File: config.mk
export PLATFORM = sky130hd
export DESIGN_NAME = imem_loader
export DESIGN_NICKNAME = d
export VERILOG_FILES = /design/src/rtl/imem_loader.sv
export SDC_FILE = /design/constraint.sdc
export NUM_CORES = 1
export LEC_CHECK = 0
export ABC_AREA = 1
export BUFFER_PORTS_ARGS = -buffer_cell sky130_fd_sc_hd__buf_2
export CAP_MARGIN = 15
export CORE_ASPECT_RATIO = 2
export CORE_MARGIN = 2
export CORE_UTILIZATION = 45
export DETAILED_ROUTE_END_ITERATION = 7
export GPL_TIMING_DRIVEN = 0
export PLACE_DENSITY = 0.65
export SETUP_SLACK_MARGIN = 0.05
export SYNTH_ARGS = -nofsm -noshare
export SYNTH_HDL_FRONTEND = slang
export SYNTH_SLANG_ARGS = --single-unit
File: constraint.sdc
create_clock -name clk -period 2.4 [get_ports clk]
set_input_delay 0.12 -clock clk [delete_from_list [all_inputs] [get_ports clk]]
set_output_delay 0.12 -clock clk [all_outputs]
set_load 0.05 [all_outputs]
File: src/rtl/imem_loader.sv
// Boot-time program loader: assembles a length-prefixed little-endian byte stream into
// 32-bit words, writes them to sequential imem addresses and verifies an XOR checksum.
module imem_loader #(
  parameter int DEPTH  = 256,
  parameter int ADDR_W = 8
) (
  input  logic              clk,
  input  logic              rst,
  input  logic              restart,
  input  logic              in_valid,
  input  logic [7:0]        in_data,
  output logic              in_ready,
  output logic              imem_we,
  output logic [ADDR_W-1:0] imem_addr,
  output logic [31:0]       imem_wdata,
  output logic              cpu_rst,
  output logic              done,
  output logic              error
);

  typedef enum logic [2:0] {
    S_LEN0,
    S_LEN1,
    S_DATA,
    S_CSUM,
    S_DONE,
    S_ERR
  } state_t;

  state_t            state_reg, state_next;
  logic [15:0]       len_reg, len_next;
  logic [1:0]        byte_cnt_reg, byte_cnt_next;
  logic [ADDR_W-1:0] word_idx_reg, word_idx_next;
  logic [7:0]        csum_reg, csum_next;
  logic [23:0]       shift_reg, shift_next;

  logic              we_next;
  logic [ADDR_W-1:0] addr_next;
  logic [31:0]       wdata_next;
  logic              cpu_rst_next, done_next, error_next;

  logic              accept;
  logic [15:0]       len_field;
  logic              len_bad;
  logic              last_word;

  assign in_ready  = ((state_reg == S_LEN0) || (state_reg == S_LEN1) ||
                      (state_reg == S_DATA) || (state_reg == S_CSUM)) && !restart;
  assign accept    = in_valid && in_ready;
  assign len_field = {in_data, len_reg[7:0]};
  assign len_bad   = (len_field == 16'd0) || (32'(len_field) > 32'(DEPTH));
  assign last_word = (32'(word_idx_reg) == (32'(len_reg) - 32'd1));

  always_comb begin
    state_next    = state_reg;
    len_next      = len_reg;
    byte_cnt_next = byte_cnt_reg;
    word_idx_next = word_idx_reg;
    csum_next     = csum_reg;
    shift_next    = shift_reg;
    we_next       = 1'b0;
    addr_next     = imem_addr;
    wdata_next    = imem_wdata;

    if (restart) begin
      // Abandon everything, including any partially assembled word.
      state_next    = S_LEN0;
      len_next      = 16'd0;
      byte_cnt_next = 2'd0;
      word_idx_next = '0;
      csum_next     = 8'd0;
      shift_next    = 24'd0;
    end else if (accept) begin
      case (state_reg)
        S_LEN0: begin
          len_next   = {8'd0, in_data};
          state_next = S_LEN1;
        end
        S_LEN1: begin
          len_next   = len_field;
          state_next = len_bad ? S_ERR : S_DATA;
        end
        S_DATA: begin
          csum_next     = csum_reg ^ in_data;
          byte_cnt_next = byte_cnt_reg + 2'd1;
          if (byte_cnt_reg == 2'd3) begin
            we_next    = 1'b1;
            addr_next  = word_idx_reg;
            wdata_next = {in_data, shift_reg};
            if (last_word) begin
              state_next = S_CSUM;
            end else begin
              word_idx_next = word_idx_reg + 1'b1;
            end
          end else begin
            // Earlier bytes enter at the top and drift down to the low lanes.
            shift_next = {in_data, shift_reg[23:8]};
          end
        end
        S_CSUM: begin
          state_next = (in_data == csum_reg) ? S_DONE : S_ERR;
        end
        default: begin
          state_next = state_reg;
        end
      endcase
    end

    done_next    = (state_next == S_DONE);
    error_next   = (state_next == S_ERR);
    cpu_rst_next = (state_next != S_DONE);
  end

  always_ff @(posedge clk) begin
    if (rst) begin
      state_reg    <= S_LEN0;
      len_reg      <= 16'd0;
      byte_cnt_reg <= 2'd0;
      word_idx_reg <= '0;
      csum_reg     <= 8'd0;
      shift_reg    <= 24'd0;
      imem_we      <= 1'b0;
      imem_addr    <= '0;
      imem_wdata   <= 32'd0;
      cpu_rst      <= 1'b1;
      done         <= 1'b0;
      error        <= 1'b0;
    end else begin
      state_reg    <= state_next;
      len_reg      <= len_next;
      byte_cnt_reg <= byte_cnt_next;
      word_idx_reg <= word_idx_next;
      csum_reg     <= csum_next;
      shift_reg    <= shift_next;
      imem_we      <= we_next;
      imem_addr    <= addr_next;
      imem_wdata   <= wdata_next;
      cpu_rst      <= cpu_rst_next;
      done         <= done_next;
      error        <= error_next;
    end
  end

endmodule

# == Word level (Yosys, flattened, before mapping) ==
# Index checks and enable logic that the tools add are counted.
# classes
add_sub_neg,3
mul,0
div_mod_pow,0
n_lt_le_gt_ge,1
n_eq_ne,9
shifts,0
n_mux,9
bitwise_logic,7
n_reduce_logical,18
# op_table
cell,n
$eq 8x32->1,1
$pmux 16 s2,1
$sub 16x1->17 const B,1
$gt 16x9->1 const B,1
$logic_not 16->1,1
$mux 3,5
$pmux 3 s4,1
$add 8x1->8 const B,1
$eq 8x8->1,1
$reduce_and 4->1,2
$xor 8x8->8,1
$eq 3x2->1 const B,2
$eq 3x3->1 const B,2
$not 1->1,6
$reduce_and 3->1,2
$logic_or 1x1->1,4
$reduce_and 2->1,2
$reduce_or 4->1,1
$eq 3x1->1 const B,1
$logic_not 3->1,1
$ne 3x3->1 const B,1
$add 2x1->2 const B,1
$eq 2x2->1 const B,1
$logic_and 1x1->1,2
4 further kinds,5
# totals
reg_bits,105
latchBits,0
mem_bits_rw,0
mem_bits_ro,0
output_inout_bits,45
n_memories,0

# == Depth between registers and ports, before layout ==
# logic_depth
word_depth,9
depth_mapped,15
depth_no_buf,14

# == Least setup slack after synthesis ==
# Ideal clock, no wire load.
# synth_timing
path_kind,register to register
start,reg len_reg[0]
end,reg word_idx_reg[5]
setup_time_ns,0.069
t_arrival_ns,1.878
slack_ns,0.453
stages_incl_launch_ff,14
path_buffers,1
path_cell_list,dfxtp_1 > inv_1 > ha_1 > buf_2 > or2_2 > nand3_1 > nand3_1 > nor2_1 > nand4_1 > nor2_4 > nand2_4 > nand2_4 > nand2_1 > a21oi_2
# synth_between
elab_chain_len,4
# synth_lines
element,line_no,source
"start, declared",31,"logic [15:0] len_reg, len_next;"
"start signal, assigned",130,len_reg <= len_next;
$sub 16x1->17,52,assign last_word = (32'(word_idx_reg) == (32'(len_reg) - 32'd1));
$eq 8x32->1,52,
$not 1->1 (no source line),n/a,
$reduce_and 4->1 (no source line),n/a,
"end signal, assigned",132,word_idx_reg <= word_idx_next;
"end, declared",33,"logic [ADDR_W-1:0] word_idx_reg, word_idx_next;"
# Every way passes these cells.
# A chain may end at the register's enable or synchronous reset.

# == Final worst setup path ==
# layout_timing
start,reg len_reg[0]
end,reg word_idx_reg[0]
# The elaborated chain is that of the path after synthesis.

==> flow_metrics.env <==
export IMPL_grt_max_degree=17
export IMPL_startpoint="len_reg[0]$_SDFFE_PP0P_"
export IMPL_largest_reg_flops=32
export IMPL_yosysWarnings=0
export IMPL_crit_fanout=8
export IMPL_skew_ps=10.5
export IMPL_synth_seq_cells=105
export IMPL_vias_per_cell=5.14
export IMPL_relSlewSlack=0.485
export IMPL_cp_start_kind="flip-flop"
export IMPL_tightest_slew_ps=766
export IMPL_min_from="rst"
export IMPL_p_per_area_nw_per_um2=652
export IMPL_drtIter0Drc=242
export IMPL_diodes=0
export IMPL_die_h_um=147
export IMPL_cts_sink_count=105
export IMPL_rr_worst_depth=13
export IMPL_dp_hpwl_um=9470
export IMPL_async_flop_share=0
export IMPL_hold_buffers=0
export IMPL_finalCriticalPeriod_ps=2200
export IMPL_grt_pass1_wl_um=20100
export IMPL_arrival_ps=2470
export IMPL_root_buffer="clkbuf_16"
export IMPL_seq_area_frac_synth=0.460
export IMPL_status="finished, final reports clean"
export IMPL_worstHoldEndpoint="state_reg[2]$_SDFF_PP0_"
export IMPL_path_class="flip-flop to flip-flop"
export IMPL_wl_per_cell_um=14.7
export IMPL_crit_reg2reg_launch="len_reg[0]$_SDFFE_PP0P_"
export IMPL_overflow=0
export IMPL_grt_use_total=0.237
export IMPL_finalHoldViolations=0
export IMPL_syn2layout_area_growth_pct=17.5
export IMPL_cts_clk_slew_worst_paths_ps=70
export IMPL_antenna_found_initial=0
export IMPL_hp_class="input port to flip-flop"
export IMPL_clockBufferDepth=2
export IMPL_fillerInstances=1028
export IMPL_final_common_cell="nor2_1"
export IMPL_ff2ff_setup_slack_ps=200
export IMPL_syn_nets=639
export IMPL_die_w_um=75.3
export IMPL_rows=52
export IMPL_required_ps=2670
export IMPL_seqCellArea_um2=2110
export IMPL_die_area_um2=11000
export IMPL_end_kind="flip-flop"
export IMPL_drv_slew=0
export IMPL_slowest_stage="dfxtp_4"
export IMPL_crit_chain="inv_2, ha_2, buf_6, or2_2, nand3_1, nand3_1, nor2_1, nand4_1, nor2_4, nand2_4, nand2_4, nand2_1, a21oi_2"
export IMPL_yosys_most_used_dff="dfxtp_1"
export IMPL_drive_above_1_share=0.175
export IMPL_routed_wl_um=12300
export IMPL_tns_ps=0
export IMPL_port_buffer_count=56
export IMPL_first_pass_iters=4
export IMPL_setup_viol=0
export IMPL_syn_inst=624
export IMPL_r2r_end="word_idx_reg[0]$_SDFFE_PP0P_"
export IMPL_cp_slowest_stage_delay_ps=380
export IMPL_hold_path_depth=2
export IMPL_htree_levels=3
export IMPL_yosysUniqueCellTypes=34
export IMPL_syn_area_per_cell_um2=7.32
export IMPL_final_cell_area_um2=5370
export IMPL_p_leak_uw=0.00257
export IMPL_post_place_ws_ps=58.1
export IMPL_vdd_ir_drop_worst_uv=506
export IMPL_grt_pass1_vias=4331
export IMPL_drcViolationCount=0
export IMPL_place_area_um2=5020
export IMPL_core_um2=10000
export IMPL_clock_fmax_mhz=454
export IMPL_cts_tree="done"
export IMPL_start_util=0.456
export IMPL_multi_input_area_um2=2210
export IMPL_final_cell_mix="149 x nor2_1, 103 x dfxtp_1, 91 x nand2_1"
export IMPL_min_period_over_period=0.917
export IMPL_vias=4284
export IMPL_synth_edff_count=0
export IMPL_cts_buffers_inserted=9
export IMPL_place_congestion=0.912
export IMPL_final_nets=708
export IMPL_fin_ws_ps=199
export IMPL_netlist_area_um2=4570
export IMPL_io_pins=57
export IMPL_maxCapViolations=0
export IMPL_rsz0062_at_grt="no"
export IMPL_clk_latency_ps=350
export IMPL_ant_nets=0
-- synth_stat cells, drive strengths merged, types with 6 or more instances --
| cell type | number | area, um^2 |
|---|---|---|
| a21oi | 44 | 243 |
| nand3 | 19 | 100 |
| dfxtp | 105 | 2100 |
| nor2 | 161 | 669 |
| xnor2 | 6 | 52.6 |
| xor2 | 14 | 123 |
| inv | 40 | 150 |
| clkbuf | 18 | 70.1 |
| nand2 | 98 | 393 |
| nor3 | 8 | 45.0 |
| o21ai | 83 | 415 |
| buf | 9 | 57.6 |
-- what timing repair did --
item                                    CTS  global route
setup buffers                             0             1
resized for setup                         1            11
pin swaps                                 0             4
endpoints found under the setup margin    7            11
gates cloned                              0             1
-- routing by layer --
| metal | part of all wire | global-route usage | up-vias |
|---|---|---|---|
| met2 | 0.56 | 0.432 | 117 |
| met1 | 0.36 | 0.247 | 1982 |
| met3 | 0.040 | 0.0317 | 31 |
| met4 | 0.037 | 0.130 | 0 |
| met5 | 0 | 0 | - |
| li1 | - | - | 2154 |
-- power breakdown --
group          internal, uW  total (uW)  switching (uW)
combinational          77.4         242             164
clock                   866        1500             634
sequential             1750        1760            10.3
total                  2690        3500             808
-- final cells by class --
class                      count  share of cell area
tap                          135              0.0314
clock buffer                  12              0.0478
buffer                        27              0.0249
timing repair buffer          57              0.0536
multi-input combinational    452               0.412
sequential                   105               0.392
clock inverter                 4             0.00955
inverter                      41              0.0287
-- worst max-delay path: cells and delay by family (launching register included) --
family / cells / cell delay (ps)
AOI/OAI and AO/OA: 1 / 110
and+or+nand+nor: 9 / 1270
DFF: 1 / 380
buffers and inverters: 2 / 190
adders and majority gates: 1 / 180
-- stage by stage --
step	util	cells	hold slack, ps	power, uW
2_1_floorplan	-	624	189	1960
3_3_place_gp	0.501	815	408	2030
3_5_place_dp	0.501	815	415	2030
4_1_cts	0.532	831	49.3	3510
5_1_grt	0.536	833	41.6	3610
6_report	0.536	833	44.0	3500
-- worst max path at each step --
stage / endpoint / slack, ps / depth (start not counted)
after floorplan: word_idx_reg[5]$_SDFFE_PP0P_ / 450 / 13
after global placement: word_idx_reg[7]$_SDFFE_PP0P_ / 90 / 13
after detailed placement: word_idx_reg[5]$_SDFFE_PP0P_ / 60 / 13
after CTS: word_idx_reg[7]$_SDFFE_PP0P_ / 140 / 13
after global routing: word_idx_reg[7]$_SDFFE_PP0P_ / 50 / 13
final: word_idx_reg[0]$_SDFFE_PP0P_ / 200 / 13
-- logic make-up after synthesis --
logic type / synth area share
AND/OR/NAND/NOR: 0.283
AO/OA/AOI/OAI: 0.149
flip-flops: 0.460
buffers and inverters: 0.0616
XOR/XNOR: 0.0383
adder cells (fa/ha/maj): 0.00821
No activity file was read; power rests on OpenSTA's default activity.
